<file path="src/rtl/mac_operand_feeder.sv">
// Operand feeder for a single MAC: buffers one activation and one weight vector,
// streams them pairwise into the MAC and reports the dot product as a baseline delta.
module mac_operand_feeder #(
  parameter int WIDTH   = 16,
  parameter int DEPTH   = 16,
  parameter int MAC_LAT = 3,
  localparam int AW     = $clog2(DEPTH)
) (
  input  logic             clk,
  input  logic             rstb,
  input  logic             wr_en,
  input  logic             wr_sel,
  input  logic [AW-1:0]    wr_addr,
  input  logic [WIDTH-1:0] wr_data,
  input  logic [AW:0]      len,
  input  logic             start,
  input  logic [WIDTH-1:0] mac_out,
  output logic [WIDTH-1:0] a_out,
  output logic [WIDTH-1:0] b_out,
  output logic             busy,
  output logic [WIDTH-1:0] result,
  output logic             result_valid,
  output logic             err
);

  localparam int CW = (MAC_LAT > 1) ? $clog2(MAC_LAT) : 1;

  typedef enum logic [1:0] {IDLE, STREAM, DRAIN, DONE} state_t;

  state_t           state, state_nxt;
  logic [WIDTH-1:0] act_mem [DEPTH];
  logic [WIDTH-1:0] wgt_mem [DEPTH];
  logic [WIDTH-1:0] baseline;
  logic [AW:0]      len_q;
  logic [AW:0]      idx;
  logic [CW-1:0]    drain_cnt;
  logic             len_ok;
  logic             start_ok;
  logic             wr_ok;

  assign len_ok   = (len != '0) && (len <= (AW+1)'(DEPTH));
  assign start_ok = (state == IDLE) && start && len_ok;
  assign wr_ok    = wr_en && !busy && !start_ok && ({1'b0, wr_addr} < (AW+1)'(DEPTH));

  always_ff @(posedge clk or negedge rstb) begin
    if (!rstb) state <= IDLE;
    else       state <= state_nxt;
  end

  always_comb begin
    state_nxt = state;
    case (state)
      IDLE:    if (start_ok) state_nxt = STREAM;
      STREAM:  if (idx == len_q) state_nxt = DRAIN;
      DRAIN:   if (drain_cnt == '0) state_nxt = DONE;
      DONE:    state_nxt = IDLE;
      default: state_nxt = IDLE;
    endcase
  end

  // DONE is the only non-busy cycle in which start is still refused,
  // which keeps mac_out settled before the next baseline capture.
  always_comb begin
    busy         = 1'b0;
    result_valid = 1'b0;
    case (state)
      STREAM, DRAIN: busy = 1'b1;
      DONE:          result_valid = 1'b1;
      default:       ;
    endcase
  end

  always_ff @(posedge clk or negedge rstb) begin
    if (!rstb) begin
      for (int i = 0; i < DEPTH; i++) begin
        act_mem[i] <= '0;
        wgt_mem[i] <= '0;
      end
    end else if (wr_ok) begin
      if (wr_sel) wgt_mem[wr_addr] <= wr_data;
      else        act_mem[wr_addr] <= wr_data;
    end
  end

  always_ff @(posedge clk or negedge rstb) begin
    if (!rstb) begin
      a_out     <= '0;
      b_out     <= '0;
      result    <= '0;
      err       <= 1'b0;
      baseline  <= '0;
      len_q     <= '0;
      idx       <= '0;
      drain_cnt <= '0;
    end else begin
      err <= (state == IDLE) && start && !len_ok;
      case (state)
        IDLE: begin
          if (start_ok) begin
            baseline <= mac_out;
            len_q    <= len;
            a_out    <= act_mem[0];
            b_out    <= wgt_mem[0];
            idx      <= (AW+1)'(1);
          end
        end
        STREAM: begin
          if (idx == len_q) begin
            a_out     <= '0;
            b_out     <= '0;
            drain_cnt <= CW'(MAC_LAT - 1);
          end else begin
            a_out <= act_mem[idx[AW-1:0]];
            b_out <= wgt_mem[idx[AW-1:0]];
            idx   <= idx + (AW+1)'(1);
          end
        end
        DRAIN: begin
          // Modular subtraction matches the MAC's own truncated accumulation.
          if (drain_cnt == '0) result <= mac_out - baseline;
          else                 drain_cnt <= drain_cnt - CW'(1);
        end
        default: ;
      endcase
    end
  end

endmodule

</file>
<file path="config.mk">
export PLATFORM = sky130hd
export DESIGN_NAME = mac_operand_feeder
export DESIGN_NICKNAME = d
export VERILOG_FILES = /design/src/rtl/mac_operand_feeder.sv
export SDC_FILE = /design/constraint.sdc
export NUM_CORES = 1
export LEC_CHECK = 0
export ABC_AREA = 0
export BUFFER_PORTS_ARGS = -buffer_cell sky130_fd_sc_hd__buf_2
export CORE_MARGIN = 2
export CORE_UTILIZATION = 56
export DETAILED_ROUTE_END_ITERATION = 10
export PLACE_DENSITY = 0.86
export SKIP_CTS_REPAIR_TIMING = 1
export SYNTH_ARGS = -nofsm -noshare
export SYNTH_HDL_FRONTEND = slang
export SYNTH_SLANG_ARGS = --single-unit
</file>
<file path="constraint.sdc">
create_clock -name clk -period 2.3 [get_ports clk]
set_input_delay 0 -clock clk [delete_from_list [all_inputs] [get_ports clk]]
set_output_delay 0 -clock clk [all_outputs]
set_load 0.02 [all_outputs]
</file>
# Yosys cells after proc, flatten, opt, wreduce, memory -nomap -nowiden
# Index checks and enable logic that the tools add are counted.
[classes]
n_addsub = 3
multipliers = 0
n_div = 0
order_cmp = 4
n_eq_ne = 9
n_shift = 0
muxes = 27
bitwise = 3
n_reduce_logical = 24
[op_table]
columns = ["cell", "count"]
rows = [
  ["256-bit bitwise mux", 2],
  ["16-bit two-way mux", 9],
  ["16-bit binary-select mux with 4-bit select", 2],
  ["16-bit demux with 4-bit select", 1],
  ["16-bit case mux with 2 select lines", 2],
  ["16-bit subtractor", 1],
  ["5-bit greater-or-equal comparator, second input constant", 2],
  ["5-bit two-way mux", 2],
  ["2-bit != test, second input constant", 5],
  ["4-bit inverter with 5-bit output", 2],
  ["5-bit case mux with 2 select lines", 1],
  ["2-bit AND reduction", 5],
  ["3-bit AND reduction", 3],
  ["2-bit two-way mux", 4],
  ["2-bit case mux with 4 select lines", 1],
  ["1-bit logical AND", 7],
  ["5-bit by 1-bit adder with 5-bit output, second input constant", 1],
  ["5-bit equality test", 1],
  ["5-bit less-or-equal comparator, second input constant", 1],
  ["5-bit by 1-bit less-than comparator with 1-bit output, second input constant", 1],
  ["5-bit nonzero test", 1],
  ["2-bit equality test, second input constant", 2],
  ["2-bit logical NOT", 2],
  ["2-bit case mux with 2 select lines", 1],
  ["other kinds (7)", 11],
]
[totals]
register_bits = 591
latchBits = 0
ramBits = 0
romBits = 0
input_bits = 46
output_inout_bits = 51
elab_cells = 111
n_memories = 0

# Logic depth before layout (Yosys ltp)
[logic_depth]
word_depth = 7
depth_mapped = 9
depth_no_buf = 9

# Worst setup path before layout
# Ideal clock, no wire load.
[synth_path]
path_kind = "register to register"
startpoint = "reg idx[0]"
endpoint = "reg b_out[10]"
setup_ps = 120
arrival_ps = 2239
required_time_ps = 2180
slack_ps = -59
stages_incl_launch_ff = 6
path_buffers = 2
period_less_slack_ps = 2359
cell_sequence = "dfrtp_1 -> buf_2 -> clkbuf_1 -> mux4_2 -> mux4_2 -> a31o_2"
[synth_between]
elab_chain_cells = 6
elab_cells_between_ends = 7
classes_between = "eq/ne: 1; mux: 5; bitwise: 1"
[synth_rtl]
columns = ["element", "line", "rtl"]
rows = [
  ["start: declaration", "35", "logic [AW:0] idx;"],
  ["start signal: assignment", "104", "idx <= (AW+1)'(1);"],
  ["start signal: assignment", "115", "idx <= idx + (AW+1)'(1);"],
  ["4-bit inverter with 5-bit output (not written as such)", "114", "b_out <= wgt_mem[idx[AW-1:0]];"],
  ["16-bit binary-select mux with 4-bit select", "114", ""],
  ["16-bit two-way mux (not written as such) (2 in a row)", "114", ""],
  ["16-bit two-way mux *", "108", "if (idx == len_q) begin"],
  ["16-bit case mux with 2 select lines *", "97", "case (state)"],
  ["end signal: assignment", "103", "b_out <= wgt_mem[0];"],
  ["end signal: assignment", "114", ""],
  ["end: declaration", "19", "output logic [WIDTH-1:0] b_out,"],
]
# Every way passes the cells marked *; elsewhere a longest branch is shown, timed or not. The select of a mux whose other input is x is not followed.
# A chain may end at the register's enable or synchronous reset.

# Worst setup path after layout
[layout_path]
startpoint = "reg state[0]"
endpoint = "reg wgt_mem[26] in the netlist's numbering"
[layout_between]
elab_chain_cells = 7
elab_cells_between_ends = 12
classes_between = "eq/ne: 2; mux: 1; reduce/logical: 9"
[layout_rtl]
columns = ["element", "line", "rtl"]
rows = [
  ["start: declaration", "30", "state_t state, state_nxt;"],
  ["start signal: assignment", "47", "else state <= state_nxt;"],
  ["2-bit by 1-bit equality test with 1-bit output or 2-bit equality test (tied branches)", "66", "case (state)"],
  ["2-bit OR reduction", "66", ""],
  ["1-bit two-way mux", "66", ""],
  ["1-bit logical NOT", "43", "assign wr_ok = wr_en && !busy && !start_ok && ({1'b0, wr_addr} < (AW+1)'(DEPTH));"],
  ["1-bit logical AND", "43", ""],
  ["1-bit logical AND *", "43", ""],
  ["2-bit AND reduction (no source line) *", "n/a", ""],
  ["end signal: indexed assignment", "80", "if (wr_sel) wgt_mem[wr_addr] <= wr_data;"],
  ["end: declaration", "32", "logic [WIDTH-1:0] wgt_mem [DEPTH];"],
]
# Every way passes the cells marked *; elsewhere a longest branch is shown, timed or not.

==> results.toml <==
[layout]
area_delta_synth_final_pct = 15.2
finalNonFillerCells = 2716
final_nets = 2072
drive_above_1_share_pct = 50.0
final_area_um2 = 32200

[clocking]
clockBufferDepth = 3
cts_tree = "yes"
clk_latency_ns = 0.65
clk_pin_slew_ns = 0.07
cts_root_buf = "clkbuf_16"
numCtsBuffers = 57
htreeDepth = 2
clock-sinks = 591

[power_and_ir_drop]
ir_worst_vdd_v = 0.000753
power_leakage_nw = 15.0
powerDensity_nw_per_um2 = 1330

[synth]
syn-num-nets = 1965
ys_warn_count = 0
synth_top_area_share_pct = 52.8
yosysUniqueCellTypes = 65
ys_seq_elements = 591
synth_ff_type = "dfrtp_1"
ys_seq_area_share_pct = 52.8
yosys-top-cells-area = "dfrtp_1 (53%), mux2_2 (19%), mux4_2 (13%), mux2_4 (1.6%), clkbuf_1 (1.4%)"
synth_area_um2 = 28000
synth_top_area_cell = "dfrtp_1"
synth_edf_count = 0
syn_avg_cell_area_um2 = 14.8
syn-instance-count = 1897
async_reset_ff_share_pct = 100

[sta]
slew_headroom_pct = 47.0
setup_ws_ns = 0.0512
finalSetupViolations = 0
hold_violations = 0
hold_ws_ns = 0.0222
fin_crit_sh_pct = 97.8
slew_viol_final = 0
worst_pin_slew_ns = 0.795
max_freq_mhz = 445
rsz0062_at_grt = "true"
skew_ns = 0.0270
min_period_ns = 2.25

[grt]
antenna_found_initial = 2
grt_pass1_wl_um = 111000
grt_pass1_vias = 18600
grt_max_degree = 137
track_usage_pct = 28.9
gr-total-overflow = 0

[place]
gp_congestion = 0.869
dpl.hpwl_um = 42300
dp_cells = 2578
dpl-instance-area_um2 = 29800
dpl_worst_slack_ns = -0.0232
portBuffers = 96

[setup_path]
worstPathArrival_ns = 2.75
startpoint_type = "flip-flop"
cp_max_fo = 10
crit_required_ns = 2.80
r2r_cells = 8
end_kind = "flip-flop"
crit_type = "reg2reg"

[hold_path]
hold_path_class = "in2reg"
hold_depth = 2

[route]
dr.pass1.iters = 5
drc_errors = 0
drt_iter0_markers = 1700
detail-route-antenna-nets = 0
vias_per_cell = 6.45
routed_wirelength_um = 72900
vias = 17500
wl_per_cell_um = 26.8

[floorplan]
die_w_um = 228
pin_count = 97
die_h_um = 228
row_count = 81
coreArea_um2 = 49200
initial_core_util_pct = 57.0
die_area_um2 = 51800

[job]
maxCapViolations = 0

[run_status]
status = "finished, final reports clean"
==> critical path, cell delays in order (launching register included) <==
cell      delay [ns]
dfrtp_1         0.41
inv_1           0.09
ha_2            0.22
nand3_1         0.17
buf_4           0.23
nand4b_4        0.18
nor2_2          0.18
buf_4           0.27
mux2_2          0.36
==> Yosys cell counts, types with 6 or more instances <==
cell type,number
dfrtp_1,591
mux2_2,473
mux4_2,160
clkbuf_1,108
nand2_1,91
o21ai_0,64
nor2b_1,36
a31oi_1,33
a31o_2,32
mux2_4,30
buf_2,26
nor2_1,24
inv_1,23
buf_4,21
ha_1,21
nor2_2,14
xor2_1,12
nand2b_1,11
a21oi_1,10
mux2_1,10
nand3_1,8
and3_1,6
nor3_1,6
xnor2_1,6
==> metrics by stage <==
stage                     utilization (%)  TNS (ns)  total power [mW]
after floorplan                         -   -0.0783              27.8
after global placement               60.7   -0.0194              31.4
after detailed placement             60.7   -0.0349              32.4
after CTS                            64.8    -0.166              42.7
after global routing                 65.6   -0.0992              44.9
final                                65.6         0              43.0
==> state kept, by name, summed over array words and instances, names as in the netlist <==
name	count
result	16
a_out	16
drain_cnt	2
b_out	16
baseline	16
len_q	5
act_mem	256
state	2
err	1
wgt_mem	256
idx	5
==> worst paths after layout <==
kind                                       start                        to  slack [ns]
max                         state[0]$_DFFE_PN0P_   wgt_mem[26]$_DFFE_PN0P_        0.05
min                                  wr_data[10]  wgt_mem[106]$_DFFE_PN0P_        0.02
max reg2reg                 state[0]$_DFFE_PN0P_   wgt_mem[26]$_DFFE_PN0P_        0.05
min reg2reg                result[3]$_DFFE_PN0P_     result[3]$_DFFE_PN0P_        0.47
max in group asynchronous                   rstb   wgt_mem[90]$_DFFE_PN0P_        1.41
min in group asynchronous                   rstb      state[1]$_DFFE_PN0P_        0.06
==> area by class of cell <==
cell class | instances | area (um2)
antenna | 1 | 2.50
clock buffer | 83 | 1690
clock inverter | 23 | 352
fill | 3131 | 16900
inverter | 23 | 86.3
multi-input combinational | 1119 | 12400
sequential | 591 | 14800
tap | 664 | 831
timing repair buffer | 212 | 2030
==> layer usage <==
| metal | global-route usage (%) | wire length (um) |
|---|---|---|
| met5 | 0 | 33 |
| met2 | 48.2 | 36500 |
| met1 | 36.5 | 28100 |
| met3 | 6.76 | 5370 |
| met4 | 12.0 | 2860 |
==> power by group <==
part           internal, mW  switching [mW]
clock network          5.94            4.18
logic                  8.62            6.94
registers              14.7            2.59
==> cells by family after synthesis <==
| group | synth area share (%) |
|---|---|
| adder cells (fa/ha/maj) | 1.01 |
| AO/OA/AOI/OAI | 4.17 |
| multiplexers | 33.9 |
| flip-flops | 52.8 |
| AND/OR/NAND/NOR | 4.48 |
| XOR/XNOR | 0.563 |
| buffers and inverters | 3.01 |
==> placed cells by master (no fill, tap or decap), drive strengths merged, types with 4 or more instances in the layout <==
master and n:
nor2b 36, xor2 12, dfrtp 591, o21a 5, xnor2 6, dlygate4sd3 25, buf 186, nand2b 11
o21ai 64, nand4 6, and3 7, nand3 12, a21o 5, nor2 38, nor3 8, a31o 32
clkbuf 84, inv 27, nand2 96, bufinv 7, ha 21, a21oi 10, a31oi 33, mux4 160
o211ai 4, clkinv 10, mux2 513
Power figures use the tool's default switching activity.
